<file path="config.mk">
export PLATFORM = sky130hd
export DESIGN_NAME = character_position_file
export DESIGN_NICKNAME = d
export VERILOG_FILES = /design/src/rtl/character_position_file.sv
export SDC_FILE = /design/constraint.sdc
export NUM_CORES = 1
export LEC_CHECK = 0
export BUFFER_PORTS_ARGS = -buffer_cell sky130_fd_sc_hd__buf_2
export CAP_MARGIN = 40
export CORE_ASPECT_RATIO = 1.5
export CORE_UTILIZATION = 29
export DETAILED_ROUTE_END_ITERATION = 10
export GPL_TIMING_DRIVEN = 0
export SLEW_MARGIN = 30
export SYNTH_ARGS = -nofsm -noshare
export SYNTH_HDL_FRONTEND = slang
export SYNTH_SLANG_ARGS = --single-unit
</file>
<file path="constraint.sdc">
create_clock -name clock_50 -period 6.05 [get_ports clock_50]
set_clock_uncertainty 0.05 [all_clocks]
set_input_delay 0.605 -clock clock_50 [delete_from_list [all_inputs] [get_ports clock_50]]
set_output_delay 0.605 -clock clock_50 [all_outputs]
set_load 0.01 [all_outputs]
</file>
<file path="src/rtl/character_position_file.sv">
// -----------------------------------------------------------------------------
// character_position_file
//
// Holds the tile position of every character in the game: slot 0 is pacman,
// slots 1..NUM_CHARS-1 are ghosts. One command is processed at a time through
// a small IDLE -> EXEC -> RESP handshake. Supported operations are read, write
// (range checked), move (x wraps around the maze, y saturates at the walls)
// and home (return the slot to its start tile).
//
// Optional feature macro: CHARPOS_COLLIDE_EN
//   defined   : collide_mask is refreshed one cycle after every slot write,
//               bit i set when ghost i sits on pacman's tile.
//   undefined : collide_mask is tied to zero.
//
// Ports
//   clock_50      in   system clock, rising edge
//   reset_n       in   asynchronous active-low reset
//   cmd_valid     in   command offered
//   cmd_ready     out  command may be accepted (IDLE only)
//   cmd_op        in   00 read, 01 write, 10 move, 11 home
//   cmd_id        in   target slot
//   cmd_x, cmd_y  in   write data
//   cmd_dir       in   00 up, 01 right, 10 down, 11 left
//   rsp_valid     out  response available
//   rsp_ready     in   response consumed
//   rsp_x, rsp_y  out  slot position after the command
//   rsp_id        out  echo of the command id
//   rsp_err       out  command rejected
//   collide_mask  out  per-ghost collision flags (bit 0 always 0)
// -----------------------------------------------------------------------------
module character_position_file #(
    parameter  int NUM_CHARS = 5,
    parameter  int COORD_W   = 5,
    parameter  int X_MAX     = 20,
    parameter  int Y_MAX     = 20,
    parameter  int RESET_X   = 2,
    parameter  int RESET_Y   = 2,
    localparam int ID_W      = (NUM_CHARS > 1) ? $clog2(NUM_CHARS) : 1
) (
    input  logic                 clock_50,
    input  logic                 reset_n,
    input  logic                 cmd_valid,
    output logic                 cmd_ready,
    input  logic [1:0]           cmd_op,
    input  logic [ID_W-1:0]      cmd_id,
    input  logic [COORD_W-1:0]   cmd_x,
    input  logic [COORD_W-1:0]   cmd_y,
    input  logic [1:0]           cmd_dir,
    output logic                 rsp_valid,
    input  logic                 rsp_ready,
    output logic [COORD_W-1:0]   rsp_x,
    output logic [COORD_W-1:0]   rsp_y,
    output logic [ID_W-1:0]      rsp_id,
    output logic                 rsp_err,
    output logic [NUM_CHARS-1:0] collide_mask
);

    typedef enum logic [1:0] {
        ST_IDLE,
        ST_EXEC,
        ST_RESP
    } state_t;

    localparam logic [1:0] OP_READ  = 2'b00;
    localparam logic [1:0] OP_WRITE = 2'b01;
    localparam logic [1:0] OP_MOVE  = 2'b10;
    localparam logic [1:0] OP_HOME  = 2'b11;

    localparam logic [1:0] DIR_UP    = 2'b00;
    localparam logic [1:0] DIR_RIGHT = 2'b01;
    localparam logic [1:0] DIR_DOWN  = 2'b10;
    localparam logic [1:0] DIR_LEFT  = 2'b11;

    // All coordinate arithmetic is done one bit wider than storage.
    localparam logic [COORD_W:0]   X_MAX_E   = (COORD_W+1)'(X_MAX);
    localparam logic [COORD_W:0]   Y_MAX_E   = (COORD_W+1)'(Y_MAX);
    localparam logic [COORD_W:0]   RESET_X_E = (COORD_W+1)'(RESET_X);
    localparam logic [COORD_W:0]   RESET_Y_E = (COORD_W+1)'(RESET_Y);
    localparam logic [COORD_W:0]   ONE_E     = (COORD_W+1)'(1);
    localparam logic [COORD_W-1:0] RESET_X_C = COORD_W'(RESET_X);
    localparam logic [COORD_W-1:0] RESET_Y_C = COORD_W'(RESET_Y);
    localparam logic [ID_W:0]      NUM_E     = (ID_W+1)'(NUM_CHARS);

    state_t state, state_next;

    logic [1:0]         op_q;
    logic [ID_W-1:0]    id_q;
    logic [COORD_W-1:0] x_q;
    logic [COORD_W-1:0] y_q;
    logic [1:0]         dir_q;

    logic [COORD_W-1:0] pos_x [NUM_CHARS];
    logic [COORD_W-1:0] pos_y [NUM_CHARS];

    logic               id_ok;
    logic [ID_W-1:0]    safe_id;
    logic [COORD_W:0]   cur_x, cur_y, wr_x, wr_y;
    logic [COORD_W:0]   exec_x, exec_y;
    logic               exec_err, exec_wr;

    // State register.
    always_ff @(posedge clock_50 or negedge reset_n) begin
        if (!reset_n) begin
            state <= ST_IDLE;
        end else begin
            state <= state_next;
        end
    end

    // Next-state logic: a single EXEC cycle, then hold RESP until consumed.
    always_comb begin
        state_next = state;
        case (state)
            ST_IDLE: if (cmd_valid) state_next = ST_EXEC;
            ST_EXEC: state_next = ST_RESP;
            ST_RESP: if (rsp_ready) state_next = ST_IDLE;
            default: state_next = ST_IDLE;
        endcase
    end

    // Handshake outputs decoded straight from the state.
    always_comb begin
        cmd_ready = (state == ST_IDLE);
        rsp_valid = (state == ST_RESP);
    end

    // Capture the command on acceptance; later offers are ignored until IDLE.
    always_ff @(posedge clock_50 or negedge reset_n) begin
        if (!reset_n) begin
            op_q  <= '0;
            id_q  <= '0;
            x_q   <= '0;
            y_q   <= '0;
            dir_q <= '0;
        end else if (state == ST_IDLE && cmd_valid) begin
            op_q  <= cmd_op;
            id_q  <= cmd_id;
            x_q   <= cmd_x;
            y_q   <= cmd_y;
            dir_q <= cmd_dir;
        end
    end

    // An out-of-range id must never index the slot arrays, so it is parked on 0.
    assign id_ok   = ({1'b0, id_q} < NUM_E);
    assign safe_id = id_ok ? id_q : '0;
    assign cur_x   = {1'b0, pos_x[safe_id]};
    assign cur_y   = {1'b0, pos_y[safe_id]};
    assign wr_x    = {1'b0, x_q};
    assign wr_y    = {1'b0, y_q};

    // Position update computed during EXEC. x wraps so characters can use the
    // side tunnel; y saturates because the top and bottom are solid walls.
    always_comb begin
        exec_x   = cur_x;
        exec_y   = cur_y;
        exec_err = 1'b0;
        exec_wr  = 1'b0;
        if (!id_ok) begin
            exec_x   = '0;
            exec_y   = '0;
            exec_err = 1'b1;
        end else begin
            case (op_q)
                OP_READ: begin
                end
                OP_WRITE: begin
                    if (wr_x > X_MAX_E || wr_y > Y_MAX_E) begin
                        exec_err = 1'b1;
                    end else begin
                        exec_x  = wr_x;
                        exec_y  = wr_y;
                        exec_wr = 1'b1;
                    end
                end
                OP_MOVE: begin
                    exec_wr = 1'b1;
                    case (dir_q)
                        DIR_UP:    if (cur_y != '0)     exec_y = cur_y - ONE_E;
                        DIR_DOWN:  if (cur_y < Y_MAX_E) exec_y = cur_y + ONE_E;
                        DIR_RIGHT: exec_x = (cur_x >= X_MAX_E) ? '0 : cur_x + ONE_E;
                        DIR_LEFT:  exec_x = (cur_x == '0) ? X_MAX_E : cur_x - ONE_E;
                        default: begin
                        end
                    endcase
                end
                OP_HOME: begin
                    exec_x  = RESET_X_E;
                    exec_y  = RESET_Y_E;
                    exec_wr = 1'b1;
                end
                default: begin
                end
            endcase
            // A result that would not fit the stored width is refused rather
            // than truncated.
            if (exec_x[COORD_W] || exec_y[COORD_W]) begin
                exec_x   = cur_x;
                exec_y   = cur_y;
                exec_err = 1'b1;
                exec_wr  = 1'b0;
            end
        end
    end

    // Slot storage and response registers, both updated at the end of EXEC.
    always_ff @(posedge clock_50 or negedge reset_n) begin
        if (!reset_n) begin
            for (int i = 0; i < NUM_CHARS; i++) begin
                pos_x[i] <= RESET_X_C;
                pos_y[i] <= RESET_Y_C;
            end
            rsp_x   <= '0;
            rsp_y   <= '0;
            rsp_id  <= '0;
            rsp_err <= 1'b0;
        end else if (state == ST_EXEC) begin
            rsp_x   <= exec_x[COORD_W-1:0];
            rsp_y   <= exec_y[COORD_W-1:0];
            rsp_id  <= id_q;
            rsp_err <= exec_err;
            if (exec_wr) begin
                pos_x[safe_id] <= exec_x[COORD_W-1:0];
                pos_y[safe_id] <= exec_y[COORD_W-1:0];
            end
        end
    end

`ifdef CHARPOS_COLLIDE_EN
    logic                 wr_pulse;
    logic [NUM_CHARS-1:0] collide_q;

    // The mask is re-evaluated the cycle after a write so it sees the new slot.
    always_ff @(posedge clock_50 or negedge reset_n) begin
        if (!reset_n) begin
            wr_pulse  <= 1'b0;
            collide_q <= '0;
        end else begin
            wr_pulse <= (state == ST_EXEC) && exec_wr;
            if (wr_pulse) begin
                collide_q[0] <= 1'b0;
                for (int i = 1; i < NUM_CHARS; i++) begin
                    collide_q[i] <= (pos_x[i] == pos_x[0]) && (pos_y[i] == pos_y[0]);
                end
            end
        end
    end

    assign collide_mask = collide_q;
`else
    assign collide_mask = '0;
`endif

endmodule

</file>
After elaboration in Yosys (flattened, before gate mapping):

Index checks and enable logic that the tools add are counted.

* bits in registers: 83
* input port bits: 21

* equal/unequal tests: 10
* add/sub/neg operators: 4
* order comparisons: 7
* bitwise logic cells: 1
* multiplexer cells: 38
* reductions and logical operators: 11

Operators by type and width (number)
* two-way mux 5 bit: 11
* bitwise mux 25 bit: 2
* two-way mux 6 bit: 6
* case mux 6 bit (3 select lines): 2
* binary-select mux 5 bit (select 3 bit): 2
* case mux 6 bit (2 select lines): 2
* demux 5 bit (select 3 bit): 1
* adder 5 x 1 -> 6 bit, second input constant: 2
* subtractor 5 x 1 -> 6 bit, second input constant: 2
* equality test 2 bit, second input constant: 5
* > comparator 5 bit, second input constant: 2
* two-way mux 1 bit: 7
* equality test 2 x 1 -> 1 bit, second input constant: 3
* zero test 6 bit: 1
* case mux 2 bit (3 select lines): 1
* nonzero test 6 bit: 1
* greater-or-equal comparator 5 bit, second input constant: 1
* less-than comparator 5 bit, second input constant: 1
* greater-or-equal comparator 4 bit, second input constant: 1
* zero test 2 bit: 2
* less-than comparator 4 x 1 -> 1 bit, second input constant: 1
* two-way mux 2 bit: 2
* inverter 3 -> 4 bit: 1
* AND reduction 2 bit: 2
* 8 further kinds: 10

Depth between registers and ports, before layout:

Gate-level depths: netlist of run 1.

* word-level depth: 15
* gate-level depth with buffers: 15

Worst setup path after synthesis of run 1:

No wires, ideal clock.

* path type: reg-to-reg
* start: reg id_q[2]
* end: reg pos_y[23] (netlist name)
* required time: 5.875 ns
* stages on the path, launching flop included: 14
* setup time: 0.125 ns
* path buffers: 1
* arrival: 3.322 ns
* setup slack: 2.554 ns
* path through: dfrtp_1 buf_6 or3b_2 a32o_1 o21ai_1 inv_1 ha_1 nor2_1 o211ai_1 or4b_1 a21oi_2 nor2_1 a221o_1 mux2_2

* cells in the longest elaborated chain, start to end: 15
* elaborated cells on any way between the ends: 40
* those cells by class: add/sub: 4; order compare: 5; mux: 25; bitwise: 1; reduce/logical: 5

Ends and longest elaborated chain
* start, declared: line 87 `logic [ID_W-1:0] id_q;`
* start signal, assigned: line 137 `id_q <= cmd_id;`
* less-than comparator 3 bit: line 145 `assign id_ok = ({1'b0, id_q} < NUM_E);`
* two-way mux 3 bit: line 146 `assign safe_id = id_ok ? id_q : '0;`
* inverter 3 -> 4 bit (not written as such): line 147, 148, 224
* binary-select mux 5 bit (select 3 bit), on equally long branches: line 147, 148
* two-way mux 5 bit, on equally long branches (2 in series): line 147, 148
* subtractor 5 x 1 -> 6 bit (tied with other cells): line 182 `DIR_LEFT: exec_x = (cur_x == '0) ? X_MAX_E : cur_x - ONE_E;`
* two-way mux 6 bit, on equally long branches
* case mux 6 bit (2 select lines): line 178 `case (dir_q)`
* case mux 6 bit (3 select lines): line 164 `case (op_q)`
* two-way mux 6 bit: line 159 `if (!id_ok) begin`
* logical OR 1 bit: line 197 `if (exec_x[COORD_W] || exec_y[COORD_W]) begin`
* two-way mux 5 bit / two-way mux 1 bit (equally long branches): line 197
* two-way mux 5 bit / two-way mux 1 bit (equally long branches): line 159
* bitwise mux 25 bit / AND reduction 2 bit (equally long branches)
* end signal, assigned by index: line 224 `pos_y[safe_id] <= exec_y[COORD_W-1:0];`
* end, declared: line 93 `logic [COORD_W-1:0] pos_y [NUM_CHARS];`

Several ways; a longest one is shown, not always the timed one. The select of a mux whose other input is x is not followed.
A chain may end at the register's enable or synchronous reset.

Worst setup path after layout of run 1:

* start: reg id_q[1]
* end: reg pos_y[3] (netlist name)

The elaborated chain is that of the path after synthesis.

==> impl_results.md, run 1 <==
* Total GRT Usage at 17.6%
* CP required at around 6200 ps
* WL/cell at just under 20 um
* Commonest non-fill, non-tap cells in the layout: dfrtp_1 (73), mux2_2 (61), buf_2 (41), nand2_1 (32), o21ai_0 (26)
* R2R Path End: pos_y[3]$_DFFE_PN0P_
* Netlist Area Pre-Place at slightly below 5000 um2
* Final Util at roughly a third
* Ys async rst share at 100%
* Vias at 4,031
* First-iteration detailed-routing DRC count at about 290
* EDFF count, synth at 0
* Hold buffers post-CTS at 0
* Post-synth top area cell: dfrtp_1
* Gp weighted congestion at just under 0.9
* Filler instances at 1,611
* Vias in the first global route at roughly 4,200
* Crit-path cells: buf_4 > nor2_1 > a221oi_1 > o21ai_1 > inv_1 > ha_1 > nor2_1 > o211ai_1 > or4b_1 > a21oi_2 > nor2_1 > a221o_1 > mux2_2
* Max-cap violations at 0
* Synth warn at 0
* Most used DFF post-synth: dfrtp_1
* Cells after synthesis at 466
* Syn_area_per_cell at about 11 um2
* Yosys reg bits at 83
* Largest cells by area after synthesis: dfrtp_1 (37%), mux2_2 (14%), dfstp_2 (5.4%)
* CP max stage delay at ~560 ps
* Layout Nets at about 550
* Clock power share at 15.9%
* Largest net degree at the start of global routing at just under 70
* Net switching power at 1.73 mW
* R2R Path Start: id_q[1]$_DFFE_PN0P_
* Int Power at between 1.5 and 2 mW
* CP Launch Type: flip-flop
* CP max stage cell: or4b_1
* Status: completed
* Setup violators final at 0
* Layout cell share with drive strength beyond 1 at a little under a third
* DRC Markers at 0
* Vias/cell at 5.51
* Die Span X at 108 um
* Placed insts at 714
* Critical path fanouts, max at 10
* Tmin final at roughly 4300 ps
* Die height at 161 um
* IO Count at 42
* Setup Fix Bufs, Post-CTS at 0
* Leak at between 2 and 2.5 nW
* Most used cell along the critical path: nor2_1
* Min-delay worst type: in -> async
* Setup TNS at 0 ps
* R2R Setup Slk at around 1700 ps
* Final HPWL DP at 11,000 um
* GR Overflow Total at 0
* CP arrival at ~4500 ps
* Final Slew Violations at 0
* CP Capture Type: flip-flop
* PortBufs at 36
* Initial antenna violation count at 0
* Net Sw Frac at about 47%
* Hold Vio Cnt, Final at 0
* Cells on worst reg2reg path at 13
* Pwr per Cell Area at approximately 650 nW/um2
* CTS Sinks at 83
* Post-DRT Antenna Nets at 0
* Cts bufs inserted at 9
* Pre-Repair DR Iteration Count at 4
* Root Buffer: clkbuf_16
* Diode count at 0
* First-pass GRT wire length at around 23,000 um
* Least-Margin Pin Slew at 822 ps
* RSZ-0062 raised after global routing: false
* Distinct cells, synth at 84
* Starting Density at ~30%
* Cell Area, Placed at roughly 5400 um2
* Final period util at a little under three quarters
* DRT Wirelength at ~15,000 um
* Slew headroom at a little under half
* Clk Latency, worst-skew pair at between 300 and 400 ps
* Synth top area share at a little under two fifths
* H-Tree Depth at 3
* Final Cell Area at between 5000 and 6000 um2
* Peak VDD IR at just under 0.3 mV
* Most common cell after layout, fill and taps aside: dfrtp_1
* WS Path Type: reg -> reg
* Clock buffer depth at 2
* Std-Cell Rows at 57
* Core area at 16,300 um2
* Register area share after synthesis at about 43%
* Combinational power share at between 50% and 60%
* Clock transition at the registers of the reported paths at 60 ps
* CTS tree: yes
* Layout Cells excl Fill at 731
* Final Total Pwr at roughly 3.7 mW
* Total die area at ~17,000 um2
* P&R area growth vs syn at 16.5%
* Sequential power share at a little over a quarter
* F_max at approximately 0.23 GHz
* Post-cts sizing count at 0
-- layer usage --
metal,track usage [%],part of all wire (%)
met1,18.8,38
met4,11.0,5.2
met2,31.8,54
met5,0,0
met3,2.38,2.9
-- flip-flops by register name, summed over array words and instances (netlist names) --
register,count
pos_x,25
dir_q,2
rsp_x,5
pos_y,25
x_q,5
y_q,5
rsp_id,3
state,2
op_q,2
rsp_y,5
rsp_err,1
id_q,3
-- Yosys cell counts (8+ instances only) --
cell type,number
clkbuf_1,12
nor2_1,25
a21oi_1,17
dfrtp_1,73
inv_1,9
a221oi_1,8
nand2_1,32
nand3_1,8
nand2b_1,9
mux2_2,61
o21ai_0,26
buf_4,10
dfstp_2,10
or3_1,8
-- how the worst max path moves through the flow --
stage | startpoint | to | cells past startpoint
final | id_q[1]$_DFFE_PN0P_ | pos_y[3]$_DFFE_PN0P_ | 13
after CTS | id_q[1]$_DFFE_PN0P_ | pos_y[3]$_DFFE_PN0P_ | 13
after global placement | id_q[1]$_DFFE_PN0P_ | pos_y[13]$_DFFE_PN0P_ | 13
after floorplan | id_q[2]$_DFFE_PN0P_ | pos_y[23]$_DFFE_PN0P_ | 13
after detailed placement | id_q[1]$_DFFE_PN0P_ | pos_y[23]$_DFFE_PN0P_ | 13
after global routing | id_q[1]$_DFFE_PN0P_ | pos_y[13]$_DFFE_PN0P_ | 13
-- power groups by stage --
stage | combinational, mW | sequential (mW) | clock (mW)
floorplan | 1.46 | 0.938 | 0
global placement | 2.06 | 0.962 | 0
detailed placement | 2.09 | 0.973 | 0
CTS | 2.10 | 0.966 | 0.595
global route | 2.31 | 0.996 | 0.618
finish | 2.13 | 0.967 | 0.585
-- kinds of logic after synthesis --
logic type | synth area share [%]
buffers and inverters | 4.98
flip-flops | 42.6
adder cells (fa/ha/maj) | 1.28
other | 0.0765
AND/OR/NAND/NOR | 15.3
AO/OA/AOI/OAI | 20.5
XOR/XNOR | 0.179
multiplexers | 15.1
-- stage by stage --
step	worst slack, ps	hold WS [ps]
after floorplan	2550	259
after global placement	1830	412
after detailed placement	1770	400
after CTS	1740	23.9
after global routing	1550	29.5
final	1720	33.5
-- area by class of cell --
class / count / area [um2] / share of cell area [%]
clock buffers: 11 / 233 / 4.08
clock inverters: 5 / 77.6 / 1.36
flip-flops and latches: 83 / 2090 / 36.6
multi-input cells: 342 / 2580 / 45.2
plain buffers: 33 / 199 / 3.48
well taps: 206 / 258 / 4.51
repair buffers: 39 / 226 / 3.97
inverters: 12 / 45.0 / 0.789
-- worst max-delay path: cells and delay by family (launching register included) --
kind / cells / cell delay [ps]
AO/OA/AOI/OAI: 5 / 1500
adder cells (fa/ha/maj): 1 / 320
AND/OR/NAND/NOR: 4 / 1250
multiplexers: 1 / 300
flip-flops: 1 / 440
buffers and inverters: 2 / 350
Power figures use the tool's default switching activity.
==> run 2, diff against run 1 <==
--- a/config.mk
+++ b/config.mk
@@ -5,6 +5,7 @@
 export SDC_FILE = /design/constraint.sdc
 export NUM_CORES = 1
 export LEC_CHECK = 0
+export ABC_AREA = 1
 export BUFFER_PORTS_ARGS = -buffer_cell sky130_fd_sc_hd__buf_2
 export CAP_MARGIN = 40
 export CORE_ASPECT_RATIO = 1.5
==> constraint.sdc (replaced) <==
create_clock -name clock_50 -period 3.85 [get_ports clock_50]
set_clock_uncertainty 0.05 [all_clocks]
set_input_delay 0.385 -clock clock_50 [delete_from_list [all_inputs] [get_ports clock_50]]
set_output_delay 0.385 -clock clock_50 [all_outputs]
set_load 0.01 [all_outputs]
==> run 2 against run 1 <==
Effect of this change: setup slack worse by 1200 ps; via count up 13%; synthesized cell count increased by 47%; worst hold slack improved by 160 ps; non-clock buffer count is 12 lower; final cell count rose by 30%; critical path depth rose by 4; sequential power rose by 52%; die area fell by 0.40%; clock power increased by 65%; routed wire length is 1.4% lower; largest cell class unchanged.
==> impl_results.md, run 2 <==
* Layout cell share with drive strength beyond 1 at between 10% and 20%
* Final period util at 87.3%
* Post-DRT Antenna Nets at 0
* Post-synth top area cell: dfrtp_1
* Synth warn at 0
* Gp weighted congestion at between 0.8 and 0.9
* Hold_ws at about 190 ps
* CTS tree: yes
* R2R Path Start: id_q[0]$_DFFE_PN0P_
* PortBufs at 36
* Cts bufs inserted at 9
* Root Buffer: clkbuf_16
* Clock transition at the registers of the reported paths at roughly 70 ps
* Tmin final at 3360 ps
* Leak at a little over 3 nW
* Register area share after synthesis at between 40% and 50%
* First-iteration detailed-routing DRC count at 314
* GR Overflow Total at 0
* Max-cap violations at 0
* Die height at about 160 um
* Least-Margin Pin Slew at 649 ps
* Netlist Area Pre-Place at 4880 um2
* Syn_area_per_cell at 7.11 um2
* Commonest non-fill, non-tap cells in the layout: nand2_1 (308), nand3_1 (96), dfrtp_1 (73), buf_2 (36), inv_1 (34)
* Largest cells by area after synthesis: dfrtp_1 (37%), nand2_1 (24%), nand3_1 (9.8%)
* EDFF count, synth at 0
* Top-count cell post-synth: nand2_1
* IO Count at 42
* Peak VDD IR at just over 0.3 mV
* Cells on worst reg2reg path at 17
* First-pass GRT wire length at 23,700 um
* Final Slew Violations at 0
* Status: completed
* Hold Path Sink: y_q[3]$_DFFE_PN0P_
* Slew headroom at 56.7%
* CP required at 4070 ps
* Largest net degree at the start of global routing at 52
* Vias in the first global route at roughly 4,600
* Final HPWL DP at 10,900 um
* Vias at between 4,000 and 5,000
* Core area at between 15,000 and 20,000 um2
* WS Path Type: reg -> reg
* Cell Area, Placed at about 5400 um2
* Final Cell Area at between 5000 and 6000 um2
* Hold path depth at 3
* CP Capture Type: flip-flop
* Pre-Repair DR Iteration Count at 6
* HP Start: cmd_y[3]
* Biggest regs: pos_x: 25 flops, pos_y: 25 flops
* Hold Vio Cnt, Final at 0
* CP arrival at between 3000 and 4000 ps
* Layout Nets at between 700 and 800
* DRT Wirelength at approximately 14,000 um
* WL/cell at around 15 um
* Synth top area share at a little under two fifths
* Critical path fanouts, max at 10
* Ys async rst share at between 90% and 100%
* Most used DFF post-synth: dfrtp_1
* Setup Fix Bufs, Post-CTS at 0
* Distinct cells, synth at 35
* CP Launch Type: flip-flop
* Pwr per Cell Area at about 970 nW/um2
* R2R Setup Slk at 490 ps
* Clk Latency, worst-skew pair at 340 ps
* Clock buffer depth at 2
* Vias/cell at approximately 4.8
* Setup violators final at 0
* R2R Path End: pos_y[14]$_DFFE_PN0P_
* DRC Markers at 0
* Yosys reg bits at 83
* Die Span X at around 110 um
* P&R area growth vs syn at 16.9%
* Std-Cell Rows at 57
* Total die area at 17,400 um2
* Total GRT Usage at between 10% and 20%
* Setup TNS at 0 ps
* Commonest cells post-synth: nand2_1 (308), nand3_1 (96), dfrtp_1 (73)
* F_max at around 0.3 GHz
* H-Tree Depth at 3
* Diode count at 0
* Most common cell after layout, fill and taps aside: nand2_1
* CTS Sinks at a little over 80
* Min-delay worst type: in -> reg
* Initial antenna violation count at 0
* Starting Density at 29.9%
* Cells after synthesis at roughly 700
* RSZ-0062 raised after global routing: false
## run 2: cell count changes after synthesis, sizes merged, moves of 9 or more
| cell | previous run | this run |
|---|---|---|
| nand3 | 9 | 101 |
| inv | 10 | 51 |
| nand2b | 9 | 0 |
| mux2 | 62 | 0 |
| nand2 | 33 | 313 |
| nor2 | 25 | 44 |
## run 2: cell type report
cell class / instances / area (um2)
plain buffers: 22 / 159
clock buffers: 11 / 243
repair buffers: 38 / 224
flip-flops and latches: 83 / 2090
fillers: 1756 / 10600
multi-input cells: 532 / 2450
clock inverters: 5 / 85.1
inverters: 53 / 199
well taps: 206 / 258
## run 2: worst max-delay path, cell delays in order, from the launching register on
cell and delay (ps):
dfrtp_1 510, o21ai_4 340, o21ai_1 180, buf_4 210, o21ai_1 100, nand2_1 110, nor2_4 200, inv_1 140
ha_1 230, nand3_1 110, inv_1 90, nand2_1 70, nand3b_1 110, nand3_1 80, o21ai_0 80, nor2_1 500
nand2_1 90, o21ai_1 100
## run 2: metal layers
| layer | part of all wire (%) | GRT usage [%] | vias up | routed length, um |
|---|---|---|---|---|
| met2 | 52 | 31.1 | 116 | 7420 |
| met5 | 0 | 0 | - | 0 |
| li1 | - | - | 2281 | - |
| met3 | 3.6 | 2.96 | 36 | 511 |
| met1 | 40 | 20.5 | 2114 | 5730 |
| met4 | 4.6 | 9.71 | 0 | 652 |
## run 2: cell families (layout without fill, tap and decap cells)
kind of cell	after synthesis	count (layout)	synth area share [%]
compound gates	53	53	6.31
xor+xnor	3	3	0.539
fa+ha+maj	5	5	1.28
buf+inv	75	129	7.33
flops	83	83	42.8
other cells	1	5	0.0768
simple gates	466	466	41.6
## run 2: power by group
group          switching, mW  internal (mW)
clock                  0.376          0.592
combinational           2.17          0.912
sequential             0.248           1.22
## run 2: metrics by stage
step / worst slack [ps] / power (mW) / cells / util (%)
finish: 488 / 5.52 / 950 / 34.9
global route: 169 / 5.99 / 950 / 34.9
detailed placement: 540 / 4.54 / 933 / 32.9
CTS: 488 / 5.54 / 950 / 34.9
global placement: 506 / 4.52 / 932 / 32.7
floorplan: 1250 / 3.62 / 690 / -
## run 2: worst max-delay path by stage
| stage | start | to | slack [ps] | depth (start not counted) |
|---|---|---|---|---|
| floorplan | id_q[0]$_DFFE_PN0P_ | pos_x[14]$_DFFE_PN0P_ | 1250 | 17 |
| global placement | id_q[0]$_DFFE_PN0P_ | pos_y[19]$_DFFE_PN0P_ | 510 | 17 |
| detailed placement | id_q[0]$_DFFE_PN0P_ | pos_y[14]$_DFFE_PN0P_ | 540 | 17 |
| CTS | id_q[0]$_DFFE_PN0P_ | pos_y[14]$_DFFE_PN0P_ | 490 | 17 |
| global route | id_q[0]$_DFFE_PN0P_ | pos_y[14]$_DFFE_PN0P_ | 170 | 17 |
| finish | id_q[0]$_DFFE_PN0P_ | pos_y[14]$_DFFE_PN0P_ | 490 | 17 |
## run 2: timing repair
item	CTS	global route
endpoints found under the hold margin	28	0
hold buffers	1	0
gates resized for setup	0	0
